### src/rtl/psum_accum_pkg.sv
// Shared types and constants for the partial-sum accumulator.
// Q24.8 word width, saturation bounds and the group FSM state encoding.
// Imported by the accumulator top and its saturating adder.
package psum_accum_pkg;

   // Default Q24.8 word width used across the accumulator datapath.
   localparam int DW = 24 + 8;

   // 1.0 in Q24.8.
   localparam logic [DW-1:0] Q_ONE = 32'h0000_0100;

   // Clamp bounds for a signed DW-bit lane.
   localparam logic [DW-1:0] SAT_MAX = {1'b0, {(DW-1){1'b1}}};
   localparam logic [DW-1:0] SAT_MIN = {1'b1, {(DW-1){1'b0}}};

   // Group FSM: IDLE waits for the first beat of a group, ACCUM sums the rest.
   typedef enum logic {
      IDLE  = 1'b0,
      ACCUM = 1'b1
   } state_t;

endpackage : psum_accum_pkg

### src/rtl/psum_accum_sat_add.sv
// Signed saturating adder: W + W -> W, clamped to the signed W-bit range.
// Latency: combinational.
// Backpressure: none, pure datapath.
module psum_accum_sat_add
   import psum_accum_pkg::*;
#(
   parameter int W = DW
) (
   input  logic [W-1:0] i_a,
   input  logic [W-1:0] i_b,
   output logic [W-1:0] o_sum
);

   localparam logic [W-1:0] L_MAX = {1'b0, {(W-1){1'b1}}};
   localparam logic [W-1:0] L_MIN = {1'b1, {(W-1){1'b0}}};

   logic [W:0] w_wide;

   // One guard bit is enough: two W-bit signed values never overflow W+1 bits.
   assign w_wide = {i_a[W-1], i_a} + {i_b[W-1], i_b};

   // Guard bit disagreeing with the sign bit means the W-bit result wrapped;
   // the guard bit carries the true sign, so it picks which rail to clamp to.
   always_comb begin
      o_sum = w_wide[W-1:0];
      if (w_wide[W] != w_wide[W-1]) begin
         o_sum = w_wide[W] ? L_MIN : L_MAX;
      end
   end

endmodule : psum_accum_sat_add

### src/rtl/psum_accum.sv
// Accumulates per-cycle Q24.8 partial sums over a group of beats and emits one
// saturated (optionally ReLU'd) LANES-wide result beat.
// Latency: result valid 1 cycle after the last beat of a group is accepted.
// Backpressure: only a group-completing beat is stalled, and only while a
// previous result is pending and not being taken; other beats always accepted.
module psum_accum
   import psum_accum_pkg::*;
#(
   parameter int LANES = 9,
   parameter int IW    = 24,
   parameter int FW    = 8,
   parameter int LEN_W = 10
) (
   input  logic                      clk,
   input  logic                      rst,
   input  logic [LEN_W-1:0]          acc_len_i,
   input  logic                      relu_en_i,
   input  logic [LANES*(IW+FW)-1:0]  psum_i,
   input  logic                      psum_valid_i,
   output logic                      psum_ready_o,
   output logic [LANES*(IW+FW)-1:0]  res_o,
   output logic                      res_valid_o,
   input  logic                      res_ready_i,
   output logic                      busy_o
);

   localparam int W = IW + FW;

   state_t               r_state;
   state_t               w_state_nxt;

   // Group context latched from the first beat of each group.
   logic [LEN_W-1:0]     r_len;
   logic                 r_relu;
   logic [LEN_W-1:0]     r_cnt;

   // Accumulator bank and the output (second) buffer.
   logic [LANES*W-1:0]   r_acc;
   logic [LANES*W-1:0]   r_res;
   logic                 r_res_vld;

   logic [LEN_W-1:0]     w_len_in;
   logic                 w_final;
   logic                 w_relu;
   logic                 w_take;
   logic                 w_accept;
   logic                 w_emit;
   logic [LANES*W-1:0]   w_sum;
   logic [LANES*W-1:0]   w_res_nxt;

   // A zero length would never terminate a group, so it is treated as 1.
   assign w_len_in = (acc_len_i == '0) ? LEN_W'(1) : acc_len_i;

   // Decide whether the beat on the input would close the group, and which
   // ReLU setting applies to it (live input in IDLE, latched copy in ACCUM).
   always_comb begin
      w_final = 1'b0;
      w_relu  = r_relu;
      if (r_state == IDLE) begin
         w_final = (w_len_in == LEN_W'(1));
         w_relu  = relu_en_i;
      end else begin
         w_final = (r_cnt == (r_len - LEN_W'(1)));
      end
   end

   assign w_take       = r_res_vld && res_ready_i;
   // The output buffer frees up in the same cycle it is taken, so a final beat
   // only has to wait when the pending result is not leaving this cycle.
   assign psum_ready_o = !(w_final && r_res_vld && !res_ready_i);
   assign w_accept     = psum_valid_i && psum_ready_o;
   assign w_emit       = w_accept && w_final;

   // The accumulator is held at zero outside a group, so the first beat goes
   // through the same adder path as every later beat.
   genvar k;
   generate
      for (k = 0; k < LANES; k++) begin : g_lane
         psum_accum_sat_add #(
            .W (W)
         ) u_sat_add (
            .i_a   (r_acc[k*W +: W]),
            .i_b   (psum_i[k*W +: W]),
            .o_sum (w_sum[k*W +: W])
         );

         assign w_res_nxt[k*W +: W] = (w_relu && w_sum[k*W + W - 1]) ? '0 : w_sum[k*W +: W];
      end
   endgenerate

   // Next-state: leave IDLE only for multi-beat groups, return when one closes.
   always_comb begin
      w_state_nxt = r_state;
      case (r_state)
         IDLE: begin
            if (w_accept && !w_final) begin
               w_state_nxt = ACCUM;
            end
         end
         ACCUM: begin
            if (w_emit) begin
               w_state_nxt = IDLE;
            end
         end
         default: w_state_nxt = IDLE;
      endcase
   end

   // FSM state register.
   always_ff @(posedge clk or posedge rst) begin
      if (rst) begin
         r_state <= IDLE;
      end else begin
         r_state <= w_state_nxt;
      end
   end

   // Capture group length and ReLU mode on the first beat; later changes are ignored.
   always_ff @(posedge clk or posedge rst) begin
      if (rst) begin
         r_len  <= LEN_W'(1);
         r_relu <= 1'b0;
      end else if (w_accept && (r_state == IDLE)) begin
         r_len  <= w_len_in;
         r_relu <= relu_en_i;
      end
   end

   // Accumulate each accepted beat; clear bank and count when the group closes.
   always_ff @(posedge clk or posedge rst) begin
      if (rst) begin
         r_acc <= '0;
         r_cnt <= '0;
      end else if (w_accept) begin
         if (w_final) begin
            r_acc <= '0;
            r_cnt <= '0;
         end else begin
            r_acc <= w_sum;
            r_cnt <= r_cnt + LEN_W'(1);
         end
      end
   end

   // Output buffer: load on group close (even while the old result is being
   // taken, so there is no bubble), drop valid when taken with nothing new.
   always_ff @(posedge clk or posedge rst) begin
      if (rst) begin
         r_res     <= '0;
         r_res_vld <= 1'b0;
      end else if (w_emit) begin
         r_res     <= w_res_nxt;
         r_res_vld <= 1'b1;
      end else if (w_take) begin
         r_res_vld <= 1'b0;
      end
   end

   assign res_o       = r_res;
   assign res_valid_o = r_res_vld;
   assign busy_o      = (r_state == ACCUM) || r_res_vld;

endmodule : psum_accum

### config.mk
export PLATFORM = sky130hd
export DESIGN_NAME = psum_accum
export DESIGN_NICKNAME = d
export VERILOG_FILES = /design/src/rtl/psum_accum_pkg.sv /design/src/rtl/psum_accum_sat_add.sv /design/src/rtl/psum_accum.sv
export SDC_FILE = /design/constraint.sdc
export NUM_CORES = 2
export LEC_CHECK = 0
export CORE_ASPECT_RATIO = 1.4
export CORE_MARGIN = 4
export CORE_UTILIZATION = 50
export CTS_CLUSTER_SIZE = 30
export DETAILED_ROUTE_END_ITERATION = 16
export DONT_BUFFER_PORTS = 1
export PLACE_DENSITY = 0.68
export SLEW_MARGIN = 20
export SYNTH_ARGS = -nofsm -noshare
export SYNTH_HDL_FRONTEND = slang
export SYNTH_SLANG_ARGS = --single-unit
### constraint.sdc
create_clock -name clk -period 45 [get_ports clk]
set_input_delay 9 -clock clk [delete_from_list [all_inputs] [get_ports clk]]
set_output_delay 9 -clock clk [all_outputs]
set_load 0.02 [all_outputs]
==> results by group <==
Status
  • Status: complete, no violations

Clock tree
  • Post_cts resized: 0
  • Max Root-Sink Buffers: 3
  • Clk_lat worst skew: roughly 620 ps
  • CTS Hold Buffers Added: 0
  • Worst-path clk slew: roughly 60 ps
  • Clock sink total: 599
  • CTS tree: done
  • H-tree depth reported by CTS: 3
  • Setup Fix Bufs, Post-CTS: 0
  • Cts bufs inserted: 66
  • Root buf cell: clkbuf_16

Synthesis
  • Top FF cell, synth: dfrtp_1
  • Yosys reg bits: around 600
  • Syn Nets: about 4500
  • Fraction of registers with async set or reset after synthesis: 1.00
  • Synthesized instance count: 3864
  • Yosys warning count: 0
  • Avg Cell Area, Syn: around 10 sq um
  • Distinct cells, synth: 99
  • Post-synth EDFFs: 0
  • Register area share after synthesis: 0.397
  • Mapped cell area: between 0.03 and 0.04 sq mm

Timing
  • Final setup viols: 0
  • RSZ-0062 raised after global routing: no
  • F_max: about 52 MHz
  • Worst hold slack: between 400 and 500 ps
  • Final Hold Vio Count: 0
  • Worst slew pin tran: between 1000 and 1500 ps
  • Period utilisation layout: 0.429
  • Slew headroom: 0.261
  • Setup Skew: 30.4 ps
  • Final setup TNS: 0 ps
  • Crit path time final: a little under 20000 ps
  • Max-slew violations: 0

Floorplan
  • Core Rows: ~120
  • IO Pins: 594
  • Die span in x: between 200 and 250 um
  • Initial Util: 0.507
  • Die Area: between 0.08 and 0.09 sq mm
  • Core area: between 0.07 and 0.08 sq mm
  • Die Ht: approximately 330 um

Placed design
  • Dpl cells: 4662
  • IO Port Bufs: 0
  • Post-DP HPWL: 86500 um
  • Routability-driven placement congestion ratio: 0.944

Global routing
  • Initial antenna violation count: 33
  • Grt ovf: 0
  • Total Routing Usage GR: 0.287
  • Global-route wire length before repair: ~180000 um
  • Pin count of the biggest net entering global routing: between 100 and 150
  • Vias in the first global route: a little over 30000

Route
  • Drt wl/cell: between 20 and 25 um
  • DRC viols: 0
  • Drt total wl: approximately 120000 um
  • Antenna-violating nets left: 0
  • Vias: 30900
  • Initial DRC count: ~1800
  • Drt pass-1 iters: 9
  • Vias per cell: between 6 and 7

Critical path
  • Setup Crit Path Kind: in -> out
  • Crit. End Element: primary output
  • CP arrival: 10300 ps
  • Crit path required time: 36000 ps
  • Startpoint type of the worst setup path: primary input
  • CP Max Fanout: 6

Cells and area
  • Final Non-Filler Cells: roughly 4800
  • Final nets: about 4400
  • Final core utilization: 0.548
  • Synthesis-to-finish area growth: 8.05%
  • Share of layout cells above drive strength 1: 0.0566

Power and ir drop
  • Power Density: a little over 90 mW/mm^2
  • Pleak: 0.0189 uW
  • Worst vdd ir: between 0.06 and 0.07 mV

Hold path
  • Hold Crit Class: reg -> reg

Run
  • Max Cap Viol: 0
-- power by group --
group | switching (uW) | internal, uW
clock network | 232 | 351
logic | 1270 | 861
registers | 231 | 747
-- cell usage after synthesis, types with 9 or more instances --
library cell | n | share of area
nand4_1 | 28 | 0.0046
nand3_1 | 55 | 0.0073
o21bai_1 | 39 | 0.0078
nor2b_1 | 21 | 0.0035
a21o_1 | 141 | 0.028
xor2_1 | 112 | 0.026
nand2b_1 | 48 | 0.0080
nor2_1 | 211 | 0.021
fa_1 | 9 | 0.0048
a31oi_1 | 30 | 0.0050
mux2_2 | 11 | 0.0033
o21a_1 | 50 | 0.0099
clkbuf_1 | 117 | 0.012
a21oi_1 | 241 | 0.032
and3_1 | 28 | 0.0046
buf_2 | 62 | 0.0082
nor4_1 | 10 | 0.0017
a221o_1 | 185 | 0.049
a32o_1 | 25 | 0.0066
and2_1 | 19 | 0.0031
o211ai_1 | 30 | 0.0060
dfrtp_1 | 598 | 0.40
a211oi_1 | 41 | 0.0082
nor3_1 | 43 | 0.0057
and4_1 | 10 | 0.0023
a22o_1 | 203 | 0.047
a21boi_0 | 25 | 0.0050
inv_1 | 86 | 0.0086
o21ai_1 | 9 | 0.0012
or3_1 | 18 | 0.0030
xnor2_1 | 151 | 0.035
a211o_1 | 36 | 0.0084
ha_1 | 306 | 0.10
o21ai_0 | 365 | 0.048
nand2_1 | 302 | 0.030
o31ai_1 | 29 | 0.0058
-- worst max-delay path: stages --
cell and delay, ps:
nor4_1 410, nand3_1 160, nor2_1 200, a31oi_4 100
or2_2 430
-- path summary, 6_finish.rpt --
path,start,endpoint,slack (ps),cells past startpoint
setup / recovery,acc_len_i[8],psum_ready_o,25700,5
hold / removal,r_acc[203]$_DFFE_PP0N_,r_acc[203]$_DFFE_PP0N_,480,2
setup reg to reg,r_acc[64]$_DFFE_PP0N_,res_o[86]$_DFFE_PP0P_,39370,14
hold reg to reg,r_acc[203]$_DFFE_PP0N_,r_acc[203]$_DFFE_PP0N_,480,2
max in group asynchronous,rst,r_acc[203]$_DFFE_PP0N_,33100,5
min in group asynchronous,rst,res_o[14]$_DFFE_PP0P_,8350,1
-- cell type report --
cell class	count	area [sq um]
Sequential cell	599	15000
Timing Repair Buffer	34	292
Tap cell	960	1200
Inverter	86	330
Fill cell	6659	33600
Antenna cell	18	45.0
Clock buffer	84	1860
Clock inverter	29	433
Multi-Input combinational cell	2985	21600
-- logic make-up (layout without fill, tap and decap cells) --
group	count (synthesis)	count (layout)	share of synthesized area
compound gates	1541	1541	0.293
simple gates	849	849	0.106
flops	599	599	0.397
fa+ha+maj	315	315	0.106
buf+inv	280	233	0.0315
xor+xnor	263	263	0.0610
mux	17	17	0.00501
other cells	0	18	0
-- metal layers --
| metal | vias to the layer above | wire, um | track usage |
|---|---|---|---|
| met3 | 233 | 11700 | 0.106 |
| li1 | 14500 | - | - |
| met4 | 32 | 4220 | 0.112 |
| met1 | 15200 | 44800 | 0.333 |
| met5 | - | 202 | 0 |
| met2 | 935 | 57700 | 0.484 |
-- flip-flops by register name, summed over array words and instances (netlist names), named ones only --
| signal | cells |
|---|---|
| r_relu | 1 |
| res_o | 288 |
| r_len | 10 |
| res_valid_o | 1 |
| r_acc | 288 |
| r_cnt | 10 |
-- per-stage QoR --
stage                     total power [uW]  instance area [sq um]  worst slack [ps]
after floorplan                       2590                  37700             19240
after global placement                3060                  38400             25730
after detailed placement              3090                  38400             25730
after CTS                             3690                  40700             25700
after global routing                  3990                  40800             25570
final                                 3690                  40800             25700
-- placed cells by master (no fill, tap or decap), types with 9 or more instances in the layout --
master / count
dfrtp_1: 598
o21ai_0: 364
ha_1: 306
nand2_1: 302
a21oi_1: 241
nor2_1: 205
a22o_1: 203
a221o_1: 185
xnor2_1: 151
a21o_1: 141
xor2_1: 111
inv_1: 85
clkbuf_16: 69
nand3_1: 55
o21a_1: 50
nand2b_1: 47
nor3_1: 43
a211oi_1: 41
o21bai_1: 39
a211o_1: 36
o211ai_1: 30
a31oi_1: 30
buf_4: 30
o31ai_1: 29
nand4_1: 28
and3_1: 28
a21boi_0: 25
a32o_1: 25
nor2b_1: 21
diode_2: 18
and2_1: 18
or3_1: 18
mux2_2: 11
nor4_1: 10
and4_1: 10
nor2_2: 10
bufinv_16: 10
o21ai_1: 9
fa_1: 9
clkinv_2: 9
Power figures use the tool's default switching activity.
